[config.mk]
export PLATFORM = sky130hd
export DESIGN_NAME = pipelined_seg_adder
export DESIGN_NICKNAME = d
export VERILOG_FILES = /design/src/rtl/adder_pkg.sv /design/src/rtl/seg_adder.sv /design/src/rtl/pipelined_seg_adder.sv
export SDC_FILE = /design/constraint.sdc
export NUM_CORES = 1
export LEC_CHECK = 0
export ABC_AREA = 1
export CELL_PAD_IN_SITES_DETAIL_PLACEMENT = 0
export CELL_PAD_IN_SITES_GLOBAL_PLACEMENT = 1
export CORE_MARGIN = 2
export CORE_UTILIZATION = 35
export DETAILED_ROUTE_END_ITERATION = 10
export MAX_ROUTING_LAYER = met4
export PLACE_DENSITY_LB_ADDON = 0.05
export SLEW_MARGIN = 15
export SYNTH_ARGS = -nofsm -noshare
export SYNTH_HDL_FRONTEND = slang
export SYNTH_HIERARCHICAL = 1
export SYNTH_SLANG_ARGS = --single-unit
[constraint.sdc]
create_clock -name clk -period 2.4 [get_ports clk]
set_clock_uncertainty 0.15 [all_clocks]
set_input_delay 0.36 -clock clk [delete_from_list [all_inputs] [get_ports clk]]
set_output_delay 0.36 -clock clk [all_outputs]
set_load 0.02 [all_outputs]
[src/rtl/adder_pkg.sv]
// Shared configuration for the pipelined segmented adder: default segment width,
// stage-count derivation and a legality check on the WIDTH/SEG_W pairing.
package adder_pkg;

    localparam int SEG_W_DEFAULT = 4;

    function automatic int calc_nseg(input int width, input int seg_w);
        return width / seg_w;
    endfunction

    // WIDTH must be a whole, non-zero number of segments.
    function automatic bit cfg_ok(input int width, input int seg_w);
        return (seg_w > 0) && (width >= seg_w) && ((width % seg_w) == 0);
    endfunction

endpackage

[src/rtl/seg_adder.sv]
// One SEG_W-bit slice of the pipelined adder: {cout, s} = a + b + cin.
// Purely combinational, no flow control of its own.
module seg_adder #(
    parameter int SEG_W = 4
) (
    input  logic [SEG_W-1:0] a_i,
    input  logic [SEG_W-1:0] b_i,
    input  logic             cin_i,
    output logic [SEG_W-1:0] s_o,
    output logic             cout_o
);

    assign {cout_o, s_o} = {1'b0, a_i} + {1'b0, b_i} + {{SEG_W{1'b0}}, cin_i};

endmodule

[src/rtl/pipelined_seg_adder.sv]
// Pipelined segmented add/sub, NSEG = WIDTH/SEG_W stages of latency, one op/cycle;
// global stall when out_valid && !out_ready. Low-power build: OPERAND_ISOLATION_EN.
module pipelined_seg_adder
    import adder_pkg::*;
#(
    parameter int WIDTH = 16,
    parameter int SEG_W = SEG_W_DEFAULT
) (
    input  logic             clk,
    input  logic             rst_n,
    input  logic             in_valid,
    output logic             in_ready,
    input  logic [WIDTH-1:0] in_a,
    input  logic [WIDTH-1:0] in_b,
    input  logic             in_sub,
    output logic             out_valid,
    input  logic             out_ready,
    output logic [WIDTH:0]   out_sum
);

    localparam int NSEG = calc_nseg(WIDTH, SEG_W);

    if (!cfg_ok(WIDTH, SEG_W)) begin : g_bad_cfg
        $error("pipelined_seg_adder: WIDTH must be a non-zero multiple of SEG_W");
    end

    logic adv;

    assign adv      = !out_valid || out_ready;
    assign in_ready = adv;

    // Stage k keeps only the operand segments it has not consumed yet, so the
    // operand registers shrink by SEG_W and the sum register grows by SEG_W per stage.
    for (genvar k = 0; k < NSEG; k++) begin : g_stg
        localparam int AW = WIDTH - k * SEG_W;

        logic          vld_q, vld_d;
        logic          c_q, c_d;
        logic [AW-1:0] a_q, a_d;
        logic [AW-1:0] b_q, b_d;
        logic          ld;
        logic [SEG_W-1:0] s;
        logic          co;

        seg_adder #(.SEG_W(SEG_W)) u_seg (
            .a_i    (a_q[SEG_W-1:0]),
            .b_i    (b_q[SEG_W-1:0]),
            .cin_i  (c_q),
            .s_o    (s),
            .cout_o (co)
        );

        if (k == 0) begin : g_head
            assign vld_d = in_valid;
            assign c_d   = in_sub;
            assign a_d   = in_a;
            assign b_d   = in_sub ? ~in_b : in_b;
        end else begin : g_body
            logic [k*SEG_W-1:0] sum_q, sum_d;

            assign vld_d = g_stg[k-1].vld_q;
            assign c_d   = g_stg[k-1].co;
            assign a_d   = g_stg[k-1].a_q[AW+SEG_W-1:SEG_W];
            assign b_d   = g_stg[k-1].b_q[AW+SEG_W-1:SEG_W];

            if (k == 1) begin : g_first
                assign sum_d = g_stg[0].s;
            end else begin : g_rest
                assign sum_d = {g_stg[k-1].s, g_stg[k-1].g_body.sum_q};
            end

            always_ff @(posedge clk or negedge rst_n) begin
                if (!rst_n) begin
                    sum_q <= '0;
                end else if (ld) begin
                    sum_q <= sum_d;
                end
            end
        end

`ifdef OPERAND_ISOLATION_EN
        assign ld = adv && vld_d;
`else
        assign ld = adv;
`endif

        always_ff @(posedge clk or negedge rst_n) begin
            if (!rst_n) begin
                vld_q <= 1'b0;
                c_q   <= 1'b0;
                a_q   <= '0;
                b_q   <= '0;
            end else begin
                if (adv) begin
                    vld_q <= vld_d;
                end
                if (ld) begin
                    c_q <= c_d;
                    a_q <= a_d;
                    b_q <= b_d;
                end
            end
        end
    end

    // The top segment is resolved straight off the last stage register, so the
    // result is stable for as long as that register holds.
    if (NSEG == 1) begin : g_out_single
        assign out_sum = {g_stg[0].co, g_stg[0].s};
    end else begin : g_out_multi
        assign out_sum = {g_stg[NSEG-1].co, g_stg[NSEG-1].s, g_stg[NSEG-1].g_body.sum_q};
    end

    assign out_valid = g_stg[NSEG-1].vld_q;

endmodule
== After elaboration in Yosys (flattened, before gate mapping) ==
Cells that the tools add are included.

* Bits in registers: 112
* Latch bits: 0
* RAM bits: 0
* Memory bits (read-only): 0
* Input bits: 37
* Output and inout port bits: 19
* Word-level logic and storage cells: 31
* Memories: 0

* $add $sub $neg: 8
* Multipliers: 0
* Div/mod/pow operators: 0
* Order comparisons: 0
* Equality and inequality tests: 0
* Shift-type cells: 0
* Mux-type cells: 1
* Bitwise logic cells: 1
* Reductions and logical operators: 2

{| class="wikitable"
|+ Operator list
! operator !! count
|-
| $add 4x4->5 || 4
|-
| $add 5x1->5 || 4
|-
| $mux 16 || 1
|-
| $not 16->16 || 1
|-
| $logic_not 1->1 || 1
|-
| $logic_or 1x1->1 || 1
|}

== Depth between registers and ports, before layout ==
Gate-level depths: netlist of the first run.

* Word-level depth: 2
* Mapped depth: 7
* Depth with buffers taken out: 7

== Cells and area by module ==
The synthesis of the first run kept the hierarchy.

{| class="wikitable"
|+ By module, submodules not included
! module !! times used !! cells an instance !! area an instance (um2) !! sequential area each (um2)
|-
| pipelined_seg_adder || 1 || 520 || 4408.0 || 2802.7
|-
| seg_adder at g_stg[0].u_seg ... || 3 || 25 || 165.2 || 0.0
|-
| seg_adder at g_stg[1].u_seg || 1 || 21 || 150.1 || 0.0
|}

== Least setup slack after synthesis of the first run ==
Ideal clock, no wire load.

* Path kind: register to output
* Start point: register g_stg[3].a_q[0]
* End point: output port out_sum[13]
* Arrival time: 1.449 ns
* Data required time: 1.890 ns
* Path slack: 0.441 ns
* Cell stages (with the launch flop): 5
* Path buffers: 0
* Cell sequence: dfrtp_1 -> fa_1 -> inv_1 -> fa_1 -> inv_1

* Cells in the longest elaborated chain, start to end: 2

{| class="wikitable"
|+ RTL lines
! item !! line !! text
|-
| start, declared || pipelined_seg_adder.sv:39 || <nowiki>logic [AW-1:0] a_q, a_d;</nowiki>
|-
| start signal, assigned || pipelined_seg_adder.sv:91 || <nowiki>a_q <= '0;</nowiki>
|-
| start signal, assigned || pipelined_seg_adder.sv:99 || <nowiki>a_q <= a_d;</nowiki>
|-
| $add 4x4->5 || seg_adder.sv:13 || <nowiki>assign {cout_o, s_o} = {1'b0, a_i} + {1'b0, b_i} + {{SEG_W{1'b0}}, cin_i};</nowiki>
|-
| $add 5x1->5 || seg_adder.sv:13 ||
|-
| end, declared || pipelined_seg_adder.sv:18 || <nowiki>output logic [WIDTH:0] out_sum</nowiki>
|}

Every way passes these cells.

== Final worst setup path of the first run ==
Same ends and word-level chain as after synthesis.

==> results, run 1 <==
- After synthesis, the mean cell area works out to 8.204 um^2.
- The number of max-slew violations in the final report is 0.
- Summed over all nets, the switching power comes to 0.003003 W.
- The most used standard cell by instance count after synthesis is sky130_fd_sc_hd__nand2_1.
- Detailed routing inserted a total of 3690 vias.
- The initial antenna violation count is 0.
- The layout net count is 719.
- The top cell type by area accounts for 55.46% of the synthesized area.
- The final setup violation count is 0.
- The total CTS buffers is 9.
- The clock reaches the later pin of the worst-skew pair after 0.34 ns.
- The overall die area is 15420 um^2.
- The average wire length per cell after detail routing is 11.28 um.
- The vias per cell is 4.357.
- The count of flip-flops with a built-in enable after synthesis is 0.
- The sequential fraction of design power is 40.2%.
- For the pin with the worst max-slew slack, the measured transition is 0.4949 ns.
- Of all nets on the critical path, the largest fanout is 2.
- The power share of the combinational group is 39.7%.
- In the final layout, the share of cells above drive strength 1 is 4.948%.
- The count of buffers added on input and output ports is 55.
- The initial utilization of the core area, before any placement, comes to 36.13%.
- Sorting the synthesized cells by area gives the leading types as sky130_fd_sc_hd__dfrtp_1 55%, sky130_fd_sc_hd__nand2_1 25%, sky130_fd_sc_hd__inv_1 3.8%, sky130_fd_sc_hd__fa_1 3.2%, sky130_fd_sc_hd__ha_1 3.0%.
- The congestion estimate from routability-driven global placement came to 0.7252.
- After detailed routing, the number of remaining DRC violations is 0.
- Summing all flip-flop and latch instances after layout gives 2803 um^2.
- The total number of yosys warnings is 6.
- The delay of the slowest cell on the worst path is 0.40 ns.
- Net switching is 37.89% of the power.
- The final standard cell area without fillers is 6103 um^2.
- The flow ran to the end, and the final reports show no timing, DRC or antenna violations.
- The worst path in the final design needs a cycle of 2.312 ns, including I/O delays and setup.
- The number of global-route vias before repair was 3579.
- Counting the fill cells in the layout gives 1496.
- The count of different cell masters after synthesis is 17.
- TritonCTS built the clock tree.
- Row generation in the floorplan step produced 43 rows.
- The count of H-tree levels built during CTS is 3.
- The worst-case vdd ir drop is 0.3984 mV.
- The standard cell with the maximum stage delay on the critical path is sky130_fd_sc_hd__dfrtp_1.
- After clock tree synthesis, the clock-pin slew on the worst setup and hold paths is 0.07 ns.
- The width of the die is 124.2 um.
- The final layout contains routed wiring with a total length of 9558 um.
- For the worst setup path, the data arrival time is 1.80 ns.
- The number of failing hold endpoints at the final stage is 0.
- The share of synthesized flip-flops with an asynchronous set or reset is 100.0%.
- The count of mapped cells out of synthesis is 616.
- By count the netlist is led by 342 x sky130_fd_sc_hd__nand2_1, 112 x sky130_fd_sc_hd__dfrtp_1, 51 x sky130_fd_sc_hd__inv_1.
- The critical path class is reg2out.
- The first global-routing pass estimated 16500 um of wire.
- In the final layout, the multi-input gates occupy 1928 um^2.
- From synthesis to final layout, the design area changed by 20.77%.
- The primary flip-flop cell chosen by synthesis mapping is sky130_fd_sc_hd__dfrtp_1.
- Entering global routing, the biggest net connects 113 pins.
- The total power after layout is 0.007926 W.
- The mapped netlist covers 5054 um^2.
- Setup repair after global routing left no endpoint under its margin.
- The cell type with the highest aggregate area in the netlist is sky130_fd_sc_hd__dfrtp_1.
- The number of sinks on the clock net is 112.
- The die is 124.2 um tall.
- Summing the sequential cell areas from Yosys gives 55.46% of the chip area.
- Once placement finished, the instance area stood at 5791 um^2.
- The number of top-level pins is 56.
- The headroom to the max-slew limit is 67.01%.
- Synthesis inferred 112 register bits.
- The worst hold-check path type is in2async.
- Summed over all layers, the global routing overflow is 0.
- The remaining number of nets flagged by the antenna check after routing is 0.
- The required time at the worst-slack endpoint is 1.89 ns.
- The number of DRC markers in iteration 0 is 258.
- When the netlist entered floorplanning its net count stood at 673.
- The signal on the critical path passes through fa_2, inv_1, fa_1, inv_1, buf_4.
- After routing, the total negative slack on setup checks comes to 0 ns.
- The count of antenna diodes in the layout is 0.
- The clock network accounts for 20.0% of the total power.
- Summed over all cells, the static leakage comes to 3.241 nW.
- After layout, the worst path uses 96.35% of the clock period.
- The final setup slack of the worst path is 0.08768 ns.
- The tool flagged a number of max-cap violations equal to 0.
- The nature of the critical path endpoint is an output port.
- The power per cell area is 1299 nW/um^2.
- The pre-antenna-repair detailed-routing pass consisted of 4 iterations.
- At the placement stage, the worst setup path has a slack of -0.07344 ns.
- The minimum hold slack is 0.2730 ns.
- For this run, the total global-route usage over all layers was measured as 14.08%.
- The cell at the root of the clock tree is sky130_fd_sc_hd__clkbuf_16.
- The detailed placement HPWL is 6221 um.
- The highest clock rate is 432.5 MHz.
- By instance count, the cell type seen most on the critical path is sky130_fd_sc_hd__inv_1.
- The internal portion of the total power is 0.004923 W.
- The largest buffer count on any clock path is 2.
- The critical path launch point type is a flop.
- The placeable core area is 13990 um^2.
## power groups by stage
stage | Clock, W | Sequential [W] | Combinational, W
floorplan | 0 | 0.00323 | 0.00219
global placement | 0 | 0.00321 | 0.00323
detailed placement | 0 | 0.00323 | 0.00329
CTS | 0.00164 | 0.00320 | 0.00324
global route | 0.00173 | 0.00330 | 0.00367
finish | 0.00159 | 0.00319 | 0.00315
## logic make-up (layout without fill, tap and decap cells)
group	count (synthesis)	in the layout	synth area share (%)
AND/OR/NAND/NOR	374	374	28.50
buffers and inverters	81	132	6.734
adder cells (fa/ha/maj)	20	20	6.140
AO/OA/AOI/OAI	25	25	2.476
XOR/XNOR	4	4	0.6932
flip-flops	112	112	55.46
## metrics by stage
| step | util, % | instances |
|---|---|---|
| 3_5_place_dp | 41.40 | 830 |
| 3_3_place_gp | 41.40 | 830 |
| 4_1_cts | 43.69 | 847 |
| 5_1_grt | 43.63 | 847 |
| 6_report | 43.63 | 847 |
| 2_1_floorplan | - | 616 |
## state kept, by name (all words and copies together), names as in the netlist
register            flops
g_stg.vld_q             3
g_stg.c_q               4
g_stg.b_q              40
g_stg.g_body.sum_q     24
out_valid               1
g_stg.a_q              40
## placed cells by master, fill, tap and decap left out, types with 3 or more instances in the layout
| cell type | count |
|---|---|
| sky130_fd_sc_hd__inv_1 | 51 |
| sky130_fd_sc_hd__nor2_1 | 3 |
| sky130_fd_sc_hd__o21ai_0 | 16 |
| sky130_fd_sc_hd__xnor2_1 | 4 |
| sky130_fd_sc_hd__dfrtp_1 | 112 |
| sky130_fd_sc_hd__buf_4 | 6 |
| sky130_fd_sc_hd__nand3_1 | 27 |
| sky130_fd_sc_hd__fa_1 | 7 |
| sky130_fd_sc_hd__a21oi_1 | 7 |
| sky130_fd_sc_hd__nand2_1 | 341 |
| sky130_fd_sc_hd__clkbuf_16 | 9 |
| sky130_fd_sc_hd__buf_12 | 3 |
| sky130_fd_sc_hd__clkdlybuf4s50_1 | 49 |
| sky130_fd_sc_hd__ha_1 | 12 |
## path summary, 6_finish.rpt
check,start,end,slack (ns),cells past startpoint
setup / recovery,g_stg[3].a_q[0]$_DFFE_PN0P_,out_sum[13],0.09,5
hold / removal,rst_n,out_valid$_DFFE_PN0P_,0.27,2
setup reg to reg,g_stg[0].a_q[0]$_DFFE_PN0P_,g_stg[1].g_body.sum_q[1]$_DFFE_PN0P_,0.62,6
hold reg to reg,g_stg[2].vld_q$_DFFE_PN0P_,out_valid$_DFFE_PN0P_,0.31,2
max in group asynchronous,rst_n,g_stg[0].b_q[13]$_DFFE_PN0P_,1.25,3
min in group clk,g_stg[2].vld_q$_DFFE_PN0P_,out_valid$_DFFE_PN0P_,0.31,2
## worst max-delay path, delay by kind of cell (launching register included)
kind | cells | cell delay, ns
flip-flops | 1 | 0.40
buffers and inverters | 3 | 0.26
adder cells (fa/ha/maj) | 2 | 0.79
## cell type report
type,count,share of cell area [%]
inverters,53,3.260
clock inverters,7,1.538
well taps,180,3.690
flip-flops and latches,112,45.92
multi-input cells,423,31.59
clock buffers,9,3.690
repair buffers,63,10.31
## routing by layer
metal  share of wire (%)  global-route usage, %  wire [um]  vias to the layer above
met5                   0                      -          0                        -
met4                 2.0                  6.110        191                        0
met3                 2.8                  2.473        267                       12
met2                  43                  21.35       4118                       50
met1                  52                  18.62       4981                     1675
li1                    -                      -          -                     1953
## what timing repair did
item / in CTS / in global routing
hold buffers: 1 / 0
endpoints found under the hold margin: 15 / 0
endpoints found under the setup margin: 5 / 3
cloned: 0 / 0
setup buffers: 0 / 0
gates resized for setup: 17 / 4
(Power assumes the default switching activity.)
==> run 2, diff against run 1 <==
- CORE_UTILIZATION: 35 -> 43
- SYNTH_HIERARCHICAL: 1 -> unset
==> run 2 against run 1 <==
Die area decreased by 21%; fmax increased by 0.16%; register-to-register slack got worse by 0.15 ns; highest routed layer unchanged.
==> results, run 2 <==
- The data arrival time at the worst-slack endpoint is 1.80 ns.
- The congestion estimate from routability-driven global placement came to 0.7788.
- The minimum clock period after layout is 2.309 ns.
- Port buffering added 55 buffers.
- The clock network latency to the later pin of the worst-skew pair is 0.34 ns.
- The fraction of final layout cells sized beyond drive strength 1 is 5.517%.
- Clock-pin slew was measured on the worst setup and hold paths at 0.07 ns.
- The primary flip-flop cell chosen by synthesis mapping is sky130_fd_sc_hd__dfrtp_1.
- The worst-case vdd ir drop is 0.9252 mV.
- The overall die area is 12170 um^2.
- The leading cell type in the layout, fill and taps excluded is sky130_fd_sc_hd__nand2_1.
- The number of DRC violations after detailed routing is 0.
- TritonCTS built the clock tree.
- The starting utilization of the core area is 44.46%.
- The first detailed-routing pass took 4 iterations.
- In the layout the commonest cells are 234 x sky130_fd_sc_hd__nand2_1, 112 x sky130_fd_sc_hd__dfrtp_1, 49 x sky130_fd_sc_hd__clkdlybuf4s50_1, 43 x sky130_fd_sc_hd__o21ai_0, 32 x sky130_fd_sc_hd__inv_1.
- The number of non-filler instances in the completed layout is 720.
- The count of mapped cells out of synthesis is 527.
- After detailed routing, the average wire length per cell comes to 12.33 um.
- The number of max-slew violations in the final report is 0.
- In this run the number of H-tree levels came out at 3.
- The power per cell area is 1297 nW/um^2.
- The area overhead of the layout relative to synthesis is 19.56%.
- The analysis attributes to cell leakage a power of 2.885 nW.
- The number of DRC markers in iteration 0 is 159.
- The number of sinks on the clock net is 112.
- The reported max-cap violation count is 0.
- The tree is rooted in a sky130_fd_sc_hd__clkbuf_16.
- The critical path class is reg2out.
- Of the available clock period, the critical path in the final layout requires 96.19%.
- The number of global-route vias before repair is 3234.
- The critical path goes through fa_2, inv_2, fa_1, inv_1, buf_6.
- The width of the die is 110.3 um.
- A synthesized cell averages 9.226 um^2.
- Along the worst path, the maximum fanout reaches 2.
- The portion of synthesized cell area occupied by the leading cell type is 57.64%.
- The height of the die is 110.3 um.
- STA puts the critical path data required time at 1.89 ns.
- After detailed routing, the number of vias per cell comes to 4.618.
- In the final design database the tool counted 632 nets.
- The repair_antennas step left the layout with diodes totalling 0.
- The count of flip-flops with a built-in enable after synthesis is 0.
- Setup repair after global routing left no endpoint under its margin.
- After synthesis, the netlist uses 22 different library cells.
- The flow ran to the end, and the final reports show no timing, DRC or antenna violations.
- The cell area that synthesis handed to floorplanning was 4862 um^2.
- For this run, asynchronously set or reset flops after synthesis account for 100.0%.
- The largest single stage delay on the critical path is 0.42 ns.
- The count of nets left with antenna violations once routing finished came out at 0.
- The minimum hold slack is 0.3022 ns.
- After synthesis, flip-flops and latches occupy 57.64% of the total area.
- The final wirelength is 8877 um.
- The first global-routing pass estimated 15350 um of wire.
- The headroom to the max-slew limit is 64.35%.
- STA classifies the critical path startpoint as a flop.
- The cell type with the highest aggregate area in the netlist is sky130_fd_sc_hd__dfrtp_1.
- The total CTS buffers is 9.
- The global route total overflow is 0.
- By count the netlist is led by 234 x sky130_fd_sc_hd__nand2_1, 112 x sky130_fd_sc_hd__dfrtp_1, 43 x sky130_fd_sc_hd__o21ai_0.
- For this block, the via count after detailed routing is 3325.
- Pin placement for this block handled 56 I/O pins.
- In this run, placement finished with an instance count of 702.
- The worst setup path is captured at an output port.
- The worst hold-check path type is reg2reg.
- The placeable core area is 10940 um^2.
- Setup violations remaining at the end of the flow were counted as 0.
- sky130_fd_sc_hd__nand2_1 is the most common cell in the netlist.
- The initial antenna violation count is 0.
- The number of nets handed over by synthesis was 584.
- The largest net degree at the start of global routing is 124.
- The overall track demand over capacity in global routing is 16.66%.
- The HPWL after detailed placement is 5696 um.
- The slew of the pin with the lowest slew margin is 0.5348 ns.
- Sorting the synthesized cells by area gives the leading types as sky130_fd_sc_hd__dfrtp_1 58%, sky130_fd_sc_hd__nand2_1 18%, sky130_fd_sc_hd__o21ai_0 4.4%, sky130_fd_sc_hd__fa_1 3.3%, sky130_fd_sc_hd__ha_1 3.1%.
- After synthesis the netlist holds a flip-flop and latch count of 112.
- The number of failing hold endpoints at the final stage was 0.
- On the critical path, the stage with the largest delay is an instance of sky130_fd_sc_hd__fa_2.
- The largest registers in the layout are g_stg.a_q: 40 flops, g_stg.b_q: 40 flops, g_stg.g_body.sum_q: 24 flops.
- Based on the critical path, the design can be clocked at up to 433.2 MHz.
- The total number of yosys warnings is 0.
- The largest buffer count on any clock path is 2.
- The floorplan has 38 rows.
==> run 2: cell count changes after synthesis, sizes merged, moves of 4 or more <==
cell   before  now
inv        53   34
nand2     342  234
nand3      27   10
nor2        4    8
o21ai      18   52
xnor2       4   17
==> run 2: layout make-up <==
| type | count | area [um^2] |
|---|---|---|
| clock inverter | 5 | 56.30 |
| clock buffer | 11 | 242.7 |
| timing repair buffer | 64 | 645.6 |
| fill | 1058 | 5122 |
| multi-input combinational | 354 | 1763 |
| inverter | 34 | 127.6 |
| sequential | 112 | 2803 |
| tap | 140 | 175.2 |
==> run 2: routing by layer <==
metal | share of wire, % | global-route usage [%] | wire length, um
met1 | 52 | 24.00 | 4648
met2 | 43 | 23.49 | 3811
met3 | 3.3 | 2.646 | 293
met4 | 1.4 | 6.964 | 124
met5 | 0 | - | 0
==> run 2: cell families after synthesis <==
group / Yosys count / synth area share [%]
xor gates and xnor gates: 18 / 3.242
adders and majority gates: 20 / 6.382
buffers and inverters: 61 / 6.150
AOI/OAI and AO/OA: 63 / 6.588
DFF: 112 / 57.64
and+or+nand+nor: 253 / 20.00
==> run 2: critical path, delay by kind of cell (launching register included) <==
family / cells / cell delay (ns)
adder cells (fa/ha/maj): 2 / 0.81
buffers and inverters: 3 / 0.24
flip-flops: 1 / 0.40
==> run 2: metrics by stage <==
stage	setup WS [ns]	instance area [um^2]	utilization [%]	setup TNS [ns]	power, W
finish	0.09135	5813	53.16	0	0.007542
global route	0.002105	5813	53.16	0	0.008238
CTS	0.01842	5798	53.02	0	0.007615
detailed placement	-0.1115	5504	50.33	-0.1316	0.006186
global placement	-0.06221	5504	50.33	-0.06221	0.006093
floorplan	0.4641	4862	-	0	0.005154
==> run 2: timing repair <==
action,4_1_cts,5_1_grt
gates cloned,0,0
endpoints found under the hold margin,37,0
setup buffers,0,1
endpoints found under the setup margin,5,2
hold buffers,1,0
pin swaps,0,1
resized for setup,17,4
==> run 2: where the power goes <==
group / switching (W) / internal [W]
Clock: 0.000652 / 0.000837
Sequential: 0.000457 / 0.00271
Combinational: 0.00169 / 0.00120
Total: 0.00280 / 0.00475
==> run 2: final timing paths <==
check,cells past startpoint,slack [ns],startpoint,to
max,5,0.09,g_stg[3].b_q[0]$_DFFE_PN0P_,out_sum[13]
min,2,0.30,g_stg[2].vld_q$_DFFE_PN0P_,out_valid$_DFFE_PN0P_
max reg2reg,6,0.47,g_stg[2].c_q$_DFFE_PN0P_,g_stg[3].c_q$_DFFE_PN0P_
min reg2reg,2,0.30,g_stg[2].vld_q$_DFFE_PN0P_,out_valid$_DFFE_PN0P_
max in group asynchronous,3,1.06,rst_n,g_stg[1].g_body.sum_q[0]$_DFFE_PN0P_
min in group asynchronous,2,0.39,rst_n,g_stg[1].a_q[3]$_DFFE_PN0P_
